File: src/rtl/mem_requester_pkg.sv
// mem_requester_pkg: shared widths, read latency and FSM encoding for mem_requester.
package mem_requester_pkg;
    localparam int DATA_W_DEF = 8;
    localparam int ADDR_W_DEF = 4;
    localparam int RD_LAT_DEF = 2;
    typedef enum logic [2:0] {IDLE, WRITE, READ, DRAIN, DONE} state_e;
endpackage

File: src/rtl/mem_requester_if.sv
// mem_requester_if: command, write-data, read-response and memory-port signals of mem_requester.
interface mem_requester_if
    import mem_requester_pkg::*;
#(
    parameter int DATA_W = DATA_W_DEF,
    parameter int ADDR_W = ADDR_W_DEF
);
    logic              req_valid;
    logic              req_ready;
    logic              req_write;
    logic [ADDR_W-1:0] req_addr;
    logic [1:0]        req_len;
    logic              wd_valid;
    logic              wd_ready;
    logic [DATA_W-1:0] wd_data;
    logic              wr_done;
    logic              rsp_valid;
    logic [DATA_W-1:0] rsp_data;
    logic              rsp_last;
    logic              mem_write;
    logic              mem_read;
    logic [ADDR_W-1:0] mem_addr;
    logic [DATA_W-1:0] mem_wdata;
    logic [DATA_W-1:0] mem_rdata;

    modport slave (
        input  req_valid, req_write, req_addr, req_len, wd_valid, wd_data, mem_rdata,
        output req_ready, wd_ready, wr_done, rsp_valid, rsp_data, rsp_last,
               mem_write, mem_read, mem_addr, mem_wdata
    );
    modport master (
        output req_valid, req_write, req_addr, req_len, wd_valid, wd_data, mem_rdata,
        input  req_ready, wd_ready, wr_done, rsp_valid, rsp_data, rsp_last,
               mem_write, mem_read, mem_addr, mem_wdata
    );
endinterface

File: src/rtl/mem_requester_rd_track.sv
// mem_requester_rd_track: RD_LAT-deep {valid,last} delay line that lines read responses up with mem_rdata.
module mem_requester_rd_track
    import mem_requester_pkg::*;
#(
    parameter int RD_LAT = RD_LAT_DEF
) (
    input  logic clk,
    input  logic rst,
    input  logic in_valid,
    input  logic in_last,
    output logic out_valid,
    output logic out_last
);
    logic [RD_LAT-1:0] vld_q, vld_d, lst_q, lst_d;

    always_comb begin
        vld_d = (vld_q << 1) | RD_LAT'(in_valid);
        lst_d = (lst_q << 1) | RD_LAT'(in_valid & in_last);
    end

    always_ff @(posedge clk) begin
        if (rst) begin
            vld_q <= '0;
            lst_q <= '0;
        end else begin
            vld_q <= vld_d;
            lst_q <= lst_d;
        end
    end

    assign out_valid = vld_q[RD_LAT-1];
    assign out_last  = lst_q[RD_LAT-1];
endmodule

File: src/rtl/mem_requester.sv
// mem_requester: turns 1..4-beat read/write burst commands into cycles on a memory
// with RD_LAT-cycle registered reads.
module mem_requester
    import mem_requester_pkg::*;
#(
    parameter int DATA_W = DATA_W_DEF,
    parameter int ADDR_W = ADDR_W_DEF,
    parameter int RD_LAT = RD_LAT_DEF
) (
    input logic clk,
    input logic rst,
    mem_requester_if.slave bus
);
    state_e            state_q, state_d;
    logic [ADDR_W-1:0] addr_q, addr_d;
    logic [1:0]        cnt_q, cnt_d;
    logic              last_beat, wr, issue, beat, trk_valid, trk_last;

    assign last_beat = cnt_q == 2'd0;
    assign wr        = state_q == WRITE && bus.wd_valid;
    assign issue     = state_q == READ;
    assign beat      = wr || issue;

    always_comb begin
        state_d = state_q;
        addr_d  = beat ? addr_q + ADDR_W'(1) : addr_q;
        cnt_d   = beat ? cnt_q - 2'd1 : cnt_q;
        unique case (state_q)
            IDLE: if (bus.req_valid) begin
                addr_d  = bus.req_addr;
                cnt_d   = bus.req_len;
                state_d = bus.req_write ? WRITE : READ;
            end
            WRITE:   if (wr && last_beat) state_d = DONE;
            READ:    if (last_beat) state_d = DRAIN;
            // the memory output register must keep advancing until the last beat leaves it
            DRAIN:   if (trk_last) state_d = IDLE;
            DONE:    state_d = IDLE;
            default: state_d = IDLE;
        endcase
    end

    always_ff @(posedge clk) begin
        if (rst) begin
            state_q <= IDLE;
            addr_q  <= '0;
            cnt_q   <= '0;
        end else begin
            state_q <= state_d;
            addr_q  <= addr_d;
            cnt_q   <= cnt_d;
        end
    end

    mem_requester_rd_track #(.RD_LAT(RD_LAT)) u_rd_track (
        .clk       (clk),
        .rst       (rst),
        .in_valid  (issue),
        .in_last   (last_beat),
        .out_valid (trk_valid),
        .out_last  (trk_last)
    );

    assign bus.req_ready = state_q == IDLE;
    assign bus.wd_ready  = state_q == WRITE;
    assign bus.wr_done   = state_q == DONE;
    assign bus.mem_write = wr;
    assign bus.mem_read  = issue || state_q == DRAIN;
    assign bus.mem_addr  = addr_q;
    assign bus.mem_wdata = wr ? bus.wd_data : DATA_W'(0);
    assign bus.rsp_valid = trk_valid;
    assign bus.rsp_last  = trk_last;
    assign bus.rsp_data  = bus.mem_rdata;
endmodule

File: src/flat_wrapper.sv
// flat-port wrapper written by rule: the top's interface ports become plain ports
module mem_requester_flat import mem_requester_pkg::*;
#(
    parameter int DATA_W = DATA_W_DEF,
    parameter int ADDR_W = ADDR_W_DEF,
    parameter int RD_LAT = RD_LAT_DEF
)
  (clk, rst, bus_req_valid, bus_req_write, bus_req_addr, bus_req_len, bus_wd_valid, bus_wd_data, bus_mem_rdata, bus_req_ready, bus_wd_ready, bus_wr_done, bus_rsp_valid, bus_rsp_data, bus_rsp_last, bus_mem_write, bus_mem_read, bus_mem_addr, bus_mem_wdata);
  mem_requester_if #(.DATA_W(DATA_W), .ADDR_W(ADDR_W)) bus_i ();
  input logic clk;
  input logic rst;
  input wire logic [$bits(bus_i.req_valid)-1:0] bus_req_valid;
  input wire logic [$bits(bus_i.req_write)-1:0] bus_req_write;
  input wire logic [$bits(bus_i.req_addr)-1:0] bus_req_addr;
  input wire logic [$bits(bus_i.req_len)-1:0] bus_req_len;
  input wire logic [$bits(bus_i.wd_valid)-1:0] bus_wd_valid;
  input wire logic [$bits(bus_i.wd_data)-1:0] bus_wd_data;
  input wire logic [$bits(bus_i.mem_rdata)-1:0] bus_mem_rdata;
  output wire logic [$bits(bus_i.req_ready)-1:0] bus_req_ready;
  output wire logic [$bits(bus_i.wd_ready)-1:0] bus_wd_ready;
  output wire logic [$bits(bus_i.wr_done)-1:0] bus_wr_done;
  output wire logic [$bits(bus_i.rsp_valid)-1:0] bus_rsp_valid;
  output wire logic [$bits(bus_i.rsp_data)-1:0] bus_rsp_data;
  output wire logic [$bits(bus_i.rsp_last)-1:0] bus_rsp_last;
  output wire logic [$bits(bus_i.mem_write)-1:0] bus_mem_write;
  output wire logic [$bits(bus_i.mem_read)-1:0] bus_mem_read;
  output wire logic [$bits(bus_i.mem_addr)-1:0] bus_mem_addr;
  output wire logic [$bits(bus_i.mem_wdata)-1:0] bus_mem_wdata;
  assign bus_i.req_valid = bus_req_valid;
  assign bus_i.req_write = bus_req_write;
  assign bus_i.req_addr = bus_req_addr;
  assign bus_i.req_len = bus_req_len;
  assign bus_i.wd_valid = bus_wd_valid;
  assign bus_i.wd_data = bus_wd_data;
  assign bus_i.mem_rdata = bus_mem_rdata;
  assign bus_req_ready = bus_i.req_ready;
  assign bus_wd_ready = bus_i.wd_ready;
  assign bus_wr_done = bus_i.wr_done;
  assign bus_rsp_valid = bus_i.rsp_valid;
  assign bus_rsp_data = bus_i.rsp_data;
  assign bus_rsp_last = bus_i.rsp_last;
  assign bus_mem_write = bus_i.mem_write;
  assign bus_mem_read = bus_i.mem_read;
  assign bus_mem_addr = bus_i.mem_addr;
  assign bus_mem_wdata = bus_i.mem_wdata;
  mem_requester #(.DATA_W(DATA_W), .ADDR_W(ADDR_W), .RD_LAT(RD_LAT)) u_core (.clk(clk), .rst(rst), .bus(bus_i));
endmodule
File: config.mk
export PLATFORM = sky130hd
export DESIGN_NAME = mem_requester_flat
export DESIGN_NICKNAME = d
export VERILOG_FILES = /design/src/rtl/mem_requester_pkg.sv /design/src/rtl/mem_requester_if.sv /design/src/rtl/mem_requester_rd_track.sv /design/src/rtl/mem_requester.sv /design/src/flat_wrapper.sv
export SDC_FILE = /design/constraint.sdc
export NUM_CORES = 1
export LEC_CHECK = 0
export BUFFER_PORTS_ARGS = -buffer_cell sky130_fd_sc_hd__buf_2
export CORE_ASPECT_RATIO = 1.1
export CORE_MARGIN = 2
export CORE_UTILIZATION = 29
export DETAILED_ROUTE_END_ITERATION = 8
export SETUP_SLACK_MARGIN = 0.1
export SLEW_MARGIN = 5
export SYNTH_ARGS = -nofsm -noshare
export SYNTH_HDL_FRONTEND = slang
export SYNTH_SLANG_ARGS = --single-unit
File: constraint.sdc
create_clock -name clk -period 1.5 [get_ports clk]
set_clock_uncertainty 0.15 [all_clocks]
set_input_delay 0.15 -clock clk [delete_from_list [all_inputs] [get_ports clk]]
set_output_delay 0.15 -clock clk [all_outputs]
set_load 0.05 [all_outputs]
==> results of run 1 <==
cell usage in the layout, fill, tap and decap left out, types with 2 or more instances in the layout:
| cell | netlist | final |
|---|---|---|
| sky130_fd_sc_hd__buf_2 | 1 | 24 |
| sky130_fd_sc_hd__buf_6 | 2 | 10 |
| sky130_fd_sc_hd__buf_8 | 1 | 10 |
| sky130_fd_sc_hd__and2_4 | 0 | 8 |
| sky130_fd_sc_hd__dfxtp_1 | 13 | 8 |
| sky130_fd_sc_hd__buf_4 | 9 | 7 |
| sky130_fd_sc_hd__a211oi_2 | 5 | 6 |
| sky130_fd_sc_hd__nor2_4 | 1 | 5 |
| sky130_fd_sc_hd__nor2_1 | 7 | 3 |
| sky130_fd_sc_hd__xor2_1 | 3 | 3 |
| sky130_fd_sc_hd__clkbuf_4 | 0 | 3 |
| sky130_fd_sc_hd__dfxtp_4 | 0 | 3 |
| sky130_fd_sc_hd__nor3b_4 | 1 | 2 |
| sky130_fd_sc_hd__nor3_4 | 0 | 2 |
| sky130_fd_sc_hd__inv_1 | 4 | 2 |
| sky130_fd_sc_hd__inv_2 | 0 | 2 |
| sky130_fd_sc_hd__mux2i_1 | 2 | 2 |
| sky130_fd_sc_hd__nor2b_1 | 2 | 2 |
| sky130_fd_sc_hd__o21a_1 | 2 | 2 |
| sky130_fd_sc_hd__buf_12 | 0 | 2 |
| sky130_fd_sc_hd__dfxtp_2 | 0 | 2 |
cells by family after synthesis:
kind of cell | synth area share
flip-flops | 0.313
XOR/XNOR | 0.0421
AND/OR/NAND/NOR | 0.280
buffers and inverters | 0.155
adder cells (fa/ha/maj) | 0.0301
multiplexers | 0.0241
AO/OA/AOI/OAI | 0.156
worst max-delay path, cell delays in order (launching register included):
cell	delay [ns]
sky130_fd_sc_hd__dfxtp_4	0.35
sky130_fd_sc_hd__and4bb_4	0.35
sky130_fd_sc_hd__buf_6	0.12
sky130_fd_sc_hd__and2_4	0.15
sky130_fd_sc_hd__buf_8	0.14
flip-flops by register name (all words and copies together), names as in the netlist:
register	count
u_core.u_rd_track.lst_q	2
u_core.cnt_q	2
u_core.u_rd_track.vld_q	2
u_core.state_q	3
u_core.bus.mem_addr	4
area by class of cell:
type                            count  area, um2  share of cell area
Timing Repair Buffer               53        475               0.333
Inverter                            4       15.0              0.0105
Sequential cell                    13        274               0.192
Clock buffer                        4       26.3              0.0184
Multi-Input combinational cell     55        596               0.417
Tap cell                           33       41.3              0.0289
timing repair:
| item | 4_1_cts | 5_1_grt |
|---|---|---|
| setup endpoints to repair | 22 | 23 |
| buffers inserted | 5 | 2 |
| hold buffers | 0 | 0 |
| pin swaps | 20 | 6 |
| endpoints found under the hold margin | 0 | 0 |
| cloned | 0 | 0 |
| resized for setup | 68 | 15 |
worst paths after layout:
path,start,to,slack [ns]
max reg2reg,u_core.state_q[2]$_SDFFE_PP0P_,u_core.cnt_q[0]$_SDFF_PP0_,-0.14
min,bus_req_addr[2],u_core.bus.mem_addr[2]$_SDFF_PP0_,0.03
max,u_core.state_q[1]$_SDFFE_PP0P_,bus_mem_wdata[5],-0.18
min reg2reg,u_core.u_rd_track.vld_q[0]$_SDFF_PP0_,u_core.u_rd_track.vld_q[1]$_SDFF_PP0_,0.30
through the flow:
| step | utilization | instance area (um2) | TNS, ns |
|---|---|---|---|
| finish | 0.519 | 1430 | -2.28 |
| detailed placement | 0.386 | 1060 | -0.101 |
| floorplan | - | 881 | -0.356 |
| global route | 0.519 | 1430 | -3.21 |
| CTS | 0.490 | 1350 | -1.83 |
| global placement | 0.386 | 1060 | -0.0302 |
where the power goes:
group	total (mW)	switching [mW]	internal, mW
Combinational	0.764	0.412	0.353
Sequential	0.422	0.0334	0.389
Clock	0.215	0.112	0.103
Total	1.40	0.557	0.844
routing by layer:
| metal | vias up | wire length, um | GRT usage |
|---|---|---|---|
| li1 | 375 | - | - |
| met1 | 362 | 837 | 0.143 |
| met2 | 36 | 1250 | 0.276 |
| met3 | 4 | 173 | 0.0325 |
| met4 | 0 | 24 | 0.0523 |
| met5 | - | 0 | 0 |
==> impl_metrics.ini, run 1 <==
[outcome]
outcome = complete, but fails checks
failed_checks = setup timing

[sta]
timing.final.setup_violations = 20
hold_violations = 0
hold_slack_ns = 0.0252
period_share = 1.12
transition_time_at_the_pin_with_the_least_slew_margin_ns = 0.308
timing_max_transition_violations_final = 0
setup_repair_after_global_routing_missed_its_margin = yes
layout_setup_ws_ns = -0.180
worst_rel_slew_slack = 0.795
max_freq_mhz = 595
layout_min_cycle_time_ns = 1.68

[cells_and_area]
area_delta_synth_final_pct = 71.6
stdcell_count = 162
insertedDiodeCount = 0
nFillCells = 251
layout-drive-gt1-share = 0.752
finalNetCount = 159

[clock_tree]
clock-root-buffer = sky130_fd_sc_hd__clkbuf_4
number_of_buffers_created_by_cts = 3
clk_transition_reported_paths_ns = 0.08
cts_tree = done
clk_latency_worst_skew_pair_ns = 0.27
max-clock-path-buffers = 2
clock-sinks = 13
cts-htree-levels = 1

[run]
cap_viol_max_count = 0

[route]
route.detailed.vias_per_inst = 4.80
antenna_violating_nets_post_route = 0
drt-total-wl_um = 2290
avgRoutedWirePerCell_um = 14.1
number_of_remaining_drc_errors = 0
detailedRoute.firstPassIterationCount = 3
drt_iter0_drc = 5
route.vias.total = 777

[logic_synthesis]
synth_top_area_cell = sky130_fd_sc_hd__dfxtp_1
synth.avg_cell_area_um2 = 9.67
postSynthRegisterBits = 13
ys_types = 35
netlist.area_leader.share = 0.313
synth_top_flop_cell = sky130_fd_sc_hd__dfxtp_1
yosysSeqAreaShare = 0.313
synth-warning-count = 0
yosys.cell_count.top_type = sky130_fd_sc_hd__dfxtp_1
asyncSetResetFlopFracSynth = 0
yosys-top-cells-count = 13 x sky130_fd_sc_hd__dfxtp_1, 9 x sky130_fd_sc_hd__buf_4, 8 x sky130_fd_sc_hd__and2_2, 7 x sky130_fd_sc_hd__nor2_1, 5 x sky130_fd_sc_hd__a211oi_2
synth_enable_flop_cells = 0
netlist_area_um2 = 832
syn_inst = 86
synth_fp_nets = 115
synth_top_cells_by_area = sky130_fd_sc_hd__dfxtp_1 31%, sky130_fd_sc_hd__buf_4 8.1%, sky130_fd_sc_hd__a211oi_2 7.5%

[pwr]
power.density_cell_area_mw_per_mm2 = 981
irDropWorstVdd_uv = 605
power_leakage_nw = 0.625
post-layout-total-power_mw = 1.40

[placed_design]
gpl.final_weighted_congestion = 0.769
dp_hpwl_um = 1480
place_ws_ns = -0.0538
dp_cells = 151
port_buffer_cells = 37

[worst_setup_path]
crit_path_max_fanout = 6
data_required_time_at_the_worst_endpoint_ns = 1.20
crit_arrival_ns = 1.38
rr_worst_depth = 4
crit_path_start_kind = flop
worst-setup-path-type = flop to primary output
end_kind = primary output

[die]
floorplan.die_area_mm2 = 0.00331
die_h_um = 60.2
die_x_um = 55.1
initial_utilization = 0.302
num_rows = 20
fp.coreArea_mm2 = 0.00275
pin_count = 54

[hold_path]
min-delay-path-class = input port to flop
timing.hold.worst_path_depth = 3

[grt]
antenna_found_initial = 0
globalRouteOverflowTotal = 0
global_route_wire_length_before_repair_um = 3330
vias_in_the_first_global_route = 785
grt_use_total = 0.143
grt_start_max_net_pins = 13
(Power assumes the default switching activity.)
==> inputs of run 2 (changes only) <==
--- a/config.mk
+++ b/config.mk
@@ -10,6 +10,7 @@
 export CORE_MARGIN = 2
 export CORE_UTILIZATION = 29
 export DETAILED_ROUTE_END_ITERATION = 8
+export PLACE_DENSITY_LB_ADDON = 0.08
 export SETUP_SLACK_MARGIN = 0.1
 export SLEW_MARGIN = 5
 export SYNTH_ARGS = -nofsm -noshare
==> run 2 against run 1 <==
  * The run still ends with setup timing left
  * Power decreased by 4.0%
  * Core utilization decreased by 1.3 points
  * Setup slack better by 0.064 ns
  * Wire length decreased by 10%
  * Highest routed layer unchanged
  * Sequential share of layout area increased by 0.32 points
  * First-iteration DRC count rose to 3.4 times the previous value
  * Clock-buffer cell count did not move
  * Global-route usage is 1.1 points lower
  * Design area down 2.5%
  * Non-clock buffer count did not move
  * Sequential power is 1% higher
==> impl_metrics.ini, run 2 (synthesis results as in run 1) <==
[outcome]
outcome = complete, but fails checks
failed_checks = setup timing

[sta]
max_freq_mhz = 619
setup_repair_after_global_routing_missed_its_margin = yes
transition_time_at_the_pin_with_the_least_slew_margin_ns = 0.339
hold_violations = 0
hold_slack_ns = 0.0160
worst_rel_slew_slack = 0.774
timing_max_transition_violations_final = 0
layout_setup_ws_ns = -0.116
period_share = 1.08
fin_tns_setup_ns = -1.16
layout_min_cycle_time_ns = 1.62
timing.final.setup_violations = 16

[cells_and_area]
finalCoreUtilization = 0.505
insertedDiodeCount = 0
final_cell_area_mm2 = 0.00139
layout-drive-gt1-share = 0.769
area_delta_synth_final_pct = 67.2
max_ffs_per_register = 4
nFillCells = 277
layout_commonest_cell = sky130_fd_sc_hd__buf_2
stdcell_count = 163
layout.cells.most_common_list = 24 x sky130_fd_sc_hd__buf_2, 10 x sky130_fd_sc_hd__buf_4, 9 x sky130_fd_sc_hd__buf_8, 9 x sky130_fd_sc_hd__buf_6, 8 x sky130_fd_sc_hd__dfxtp_1
finalNetCount = 160

[clock_tree]
clk_transition_reported_paths_ns = 0.08
number_of_buffers_created_by_cts = 3
max-clock-path-buffers = 2
cts-htree-levels = 1
cts_tree = done
clk_latency_worst_skew_pair_ns = 0.27
clock-sinks = 13
clock-root-buffer = sky130_fd_sc_hd__clkbuf_4
cts-hold-fix-buffers = 0

[hold_path]
min_from = bus_req_len[1]
min-delay-path-class = input port to flop
timing.hold.worst_path_depth = 3
worst_hold_path.endpoint = u_core.cnt_q[1]$_SDFF_PP0_

[grt]
grtUsageMet2 = 0.228
vias_in_the_first_global_route = 713
grt_start_max_net_pins = 13
grt_use_total = 0.132
antenna_found_initial = 0
grt.met3_usage = 0.0375
gr-max-usage-layer = met2
global_route_wire_length_before_repair_um = 3110
globalRouteOverflowTotal = 0
globalRouteMet1Util = 0.155

[placed_design]
placed_cell_area_mm2 = 0.00107
port_buffer_cells = 37
place_ws_ns = -0.0907
dp_cells = 152
dp_hpwl_um = 1380
gpl.final_weighted_congestion = 0.686

[die]
pin_count = 54
floorplan.die_area_mm2 = 0.00331
die_x_um = 55.1
num_rows = 20
fp.coreArea_mm2 = 0.00275
die_h_um = 60.2
initial_utilization = 0.302

[run]
cap_viol_max_count = 0

[route]
drt-total-wl_um = 2060
route.vias.total = 759
number_of_remaining_drc_errors = 0
route.detailed.vias_per_inst = 4.66
antenna_violating_nets_post_route = 0
avgRoutedWirePerCell_um = 12.6
detailedRoute.firstPassIterationCount = 3
drt_iter0_drc = 17

[worst_setup_path]
crit_path_start_kind = flop
r2r_setup_slack_ns = -0.08
crit_arrival_ns = 1.32
rr_worst_depth = 5
data_required_time_at_the_worst_endpoint_ns = 1.20
worst_r2r_startpoint = u_core.state_q[2]$_SDFFE_PP0P_
end_kind = primary output
crit_path_max_fanout = 5
worst-setup-path-type = flop to primary output
r2r-end = u_core.bus.mem_addr[3]$_SDFF_PP0_

[pwr]
power_leakage_nw = 0.606
post-layout-total-power_mw = 1.35
power.density_cell_area_mw_per_mm2 = 967
irDropWorstVdd_uv = 524
run 2: cell count changes in the layout (fill, tap and decap cells not counted), moves of 3 or more:
cell / before / now
sky130_fd_sc_hd__nor2_2: 0 / 4
sky130_fd_sc_hd__and2_4: 8 / 3
sky130_fd_sc_hd__nor2_4: 5 / 2
sky130_fd_sc_hd__and2_2: 0 / 5
sky130_fd_sc_hd__buf_4: 7 / 10
run 2: layer usage:
metal,part of all wire,vias to the layer above
li1,-,378
met1,0.41,354
met2,0.51,25
met3,0.073,2
met4,0.0073,0
met5,0,-
run 2: where the power goes:
| part | total (mW) | internal (mW) | switching [mW] | leakage (nW) |
|---|---|---|---|---|
| clock | 0.221 | 0.103 | 0.118 | 0.0150 |
| combinational | 0.696 | 0.317 | 0.379 | 0.482 |
| sequential | 0.428 | 0.389 | 0.0392 | 0.109 |
run 2: cell type report:
cell class / instances / area [um2] / share of cell area
clock buffers: 4 / 26.3 / 0.0189
inverters: 4 / 17.5 / 0.0126
multi-input cells: 56 / 583 / 0.419
flip-flops and latches: 13 / 272 / 0.195
well taps: 33 / 41.3 / 0.0297
repair buffers: 53 / 452 / 0.325
run 2: how the worst max path moves through the flow:
stage,start,to,cells past startpoint
2_1_floorplan,u_core.state_q[2]$_SDFFE_PP0P_,u_core.bus.mem_addr[3]$_SDFF_PP0_,5
3_3_place_gp,u_core.state_q[2]$_SDFFE_PP0P_,u_core.bus.mem_addr[3]$_SDFF_PP0_,4
3_5_place_dp,u_core.state_q[0]$_SDFFE_PP0P_,u_core.bus.mem_addr[3]$_SDFF_PP0_,4
4_1_cts,u_core.state_q[1]$_SDFFE_PP0P_,bus_mem_wdata[5],3
5_1_grt,u_core.state_q[1]$_SDFFE_PP0P_,bus_mem_wdata[7],3
6_report,u_core.state_q[2]$_SDFFE_PP0P_,bus_mem_wdata[6],3
run 2: worst max-delay path, stage by stage, from the launching register on:
cell and delay (ns):
sky130_fd_sc_hd__dfxtp_4 0.38, sky130_fd_sc_hd__and4bb_4 0.36, sky130_fd_sc_hd__and2_4 0.16, sky130_fd_sc_hd__buf_8 0.14
run 2: what timing repair did:
item / CTS / global route
buffers inserted: 5 / 1
setup endpoints to repair: 24 / 21
gates cloned: 1 / 0
gates resized for setup: 54 / 15
pin swaps: 10 / 4
==> inputs of run 3 (changes only) <==
--- a/config.mk
+++ b/config.mk
@@ -6,13 +6,12 @@
 export NUM_CORES = 1
 export LEC_CHECK = 0
 export BUFFER_PORTS_ARGS = -buffer_cell sky130_fd_sc_hd__buf_2
-export CORE_ASPECT_RATIO = 1.1
+export CORE_ASPECT_RATIO = 1.4
 export CORE_MARGIN = 2
 export CORE_UTILIZATION = 29
 export DETAILED_ROUTE_END_ITERATION = 8
 export PLACE_DENSITY_LB_ADDON = 0.08
 export SETUP_SLACK_MARGIN = 0.1
-export SLEW_MARGIN = 5
 export SYNTH_ARGS = -nofsm -noshare
 export SYNTH_HDL_FRONTEND = slang
 export SYNTH_SLANG_ARGS = --single-unit
==> run 3 against run 2 <==
  * Critical path depth unchanged
  * Design area decreased by 0.72%
  * Setup slack improved by 0.034 ns
  * Clock power increased by 47%
  * The flow still finishes with violations (setup timing)
==> impl_metrics.ini, run 3 (synthesis results as in run 1) <==
[pwr]
post-layout-total-power_mw = 1.43
power.density_cell_area_mw_per_mm2 = 1030
power_leakage_nw = 0.606
irDropWorstVdd_uv = 614

[die]
die_x_um = 49.3
num_rows = 23
pin_count = 54
initial_utilization = 0.298
floorplan.die_area_mm2 = 0.00332
die_h_um = 67.4
fp.coreArea_mm2 = 0.00279

[route]
route.vias.total = 767
number_of_remaining_drc_errors = 0
antenna_violating_nets_post_route = 0
drt_iter0_drc = 11
detailedRoute.firstPassIterationCount = 4
avgRoutedWirePerCell_um = 12.8
route.detailed.vias_per_inst = 4.62
drt-total-wl_um = 2130

[worst_setup_path]
worst_r2r_startpoint = u_core.state_q[1]$_SDFFE_PP0P_
crit_arrival_ns = 1.28
crit_path_max_fanout = 6
worst-setup-path-type = flop to primary output
data_required_time_at_the_worst_endpoint_ns = 1.20
crit_path_start = u_core.state_q[1]$_SDFFE_PP0P_
end_kind = primary output
crit_path_start_kind = flop

[hold_path]
min_from = bus_req_len[0]
min-delay-path-class = input port to flop

[cells_and_area]
finalCoreUtilization = 0.495
layout_commonest_cell = sky130_fd_sc_hd__buf_2
area_delta_synth_final_pct = 66.0
stdcell_count = 166
layout.cells.most_common_list = 24 x sky130_fd_sc_hd__buf_2, 12 x sky130_fd_sc_hd__buf_6, 8 x sky130_fd_sc_hd__and2_4, 8 x sky130_fd_sc_hd__buf_4, 8 x sky130_fd_sc_hd__buf_8
finalNetCount = 159
insertedDiodeCount = 0
nFillCells = 270
layout-drive-gt1-share = 0.729
max_ffs_per_register = 4
final_cell_area_mm2 = 0.00138

[sta]
layout_min_cycle_time_ns = 1.58
worst_rel_slew_slack = 0.801
hold_violations = 0
timing.final.setup_violations = 13
hold_slack_ns = 0.0413
transition_time_at_the_pin_with_the_least_slew_margin_ns = 0.299
setup_repair_after_global_routing_missed_its_margin = yes
timing_max_transition_violations_final = 0
fin_tns_setup_ns = -0.692
max_freq_mhz = 632
period_share = 1.05
layout_setup_ws_ns = -0.0821

[placed_design]
place_ws_ns = -0.0630
dp_cells = 157
placed_cell_area_mm2 = 0.00107
gpl.final_weighted_congestion = 0.670
port_buffer_cells = 37
dp_hpwl_um = 1400

[clock_tree]
clk_transition_reported_paths_ns = 0.06
cts_tree = done
cts-hold-fix-buffers = 0
clock-sinks = 13
clk_latency_worst_skew_pair_ns = 0.25
number_of_buffers_created_by_cts = 3
cts-htree-levels = 1
clock-root-buffer = sky130_fd_sc_hd__clkbuf_8
max-clock-path-buffers = 2

[grt]
grt_start_max_net_pins = 13
global_route_wire_length_before_repair_um = 3440
globalRouteOverflowTotal = 0
grt_use_total = 0.140
antenna_found_initial = 0
vias_in_the_first_global_route = 748

[outcome]
failed_checks = setup timing
outcome = complete, but fails checks

[run]
cap_viol_max_count = 0
run 3: cell types whose count changed in the layout (fill, tap and decap cells not counted), moves of 2 or more:
cell                       previous run  this run
sky130_fd_sc_hd__buf_4               10         8
sky130_fd_sc_hd__clkbuf_4             3         0
sky130_fd_sc_hd__buf_6                9        12
sky130_fd_sc_hd__inv_1                1         3
sky130_fd_sc_hd__nor3_2               2         0
sky130_fd_sc_hd__nor2_4               2         4
sky130_fd_sc_hd__and2_2               5         0
sky130_fd_sc_hd__and2_4               3         8
sky130_fd_sc_hd__clkbuf_8             0         3
sky130_fd_sc_hd__nor2_2               4         2
run 3: layer usage:
layer,GRT usage,up-vias,routed length [um]
li1,-,375,-
met2,0.264,33,1190
met1,0.132,354,747
met4,0.0964,0,57
met5,0,-,0
met3,0.0376,5,131
run 3: area by class of cell:
| type | count | area [um2] | area share |
|---|---|---|---|
| sequential | 13 | 275 | 0.199 |
| inverter | 4 | 15.0 | 0.0109 |
| clock buffer | 4 | 45.0 | 0.0326 |
| timing repair buffer | 52 | 435 | 0.315 |
| tap | 37 | 46.3 | 0.0335 |
| multi-input combinational | 56 | 564 | 0.409 |
run 3: path summary, 6_finish.rpt:
path                                                               to  slack [ns]  cells past startpoint
worst min register to register  u_core.u_rd_track.lst_q[1]$_SDFF_PP0_        0.29                      1
worst min-delay path                       u_core.cnt_q[0]$_SDFF_PP0_        0.04                      3
worst max register to register      u_core.bus.mem_addr[2]$_SDFF_PP0_       -0.03                      6
worst max-delay path                                 bus_mem_wdata[6]       -0.08                      3
run 3: worst max-delay path, stage by stage (launching register included):
cell and delay, ns:
sky130_fd_sc_hd__dfxtp_4 0.36, sky130_fd_sc_hd__and4bb_4 0.38, sky130_fd_sc_hd__and2_4 0.16, sky130_fd_sc_hd__buf_8 0.14
run 3: repair_timing:
action / in CTS / in global routing
endpoints found under the hold margin: 0 / 0
gates resized for setup: 48 / 23
gates cloned: 1 / 0
endpoints found under the setup margin: 22 / 23
pin swaps: 13 / 14
setup buffers: 3 / 1
run 3: power by group:
group | switching, mW | internal (mW)
Combinational | 0.371 | 0.307
Sequential | 0.0348 | 0.391
Clock | 0.136 | 0.188
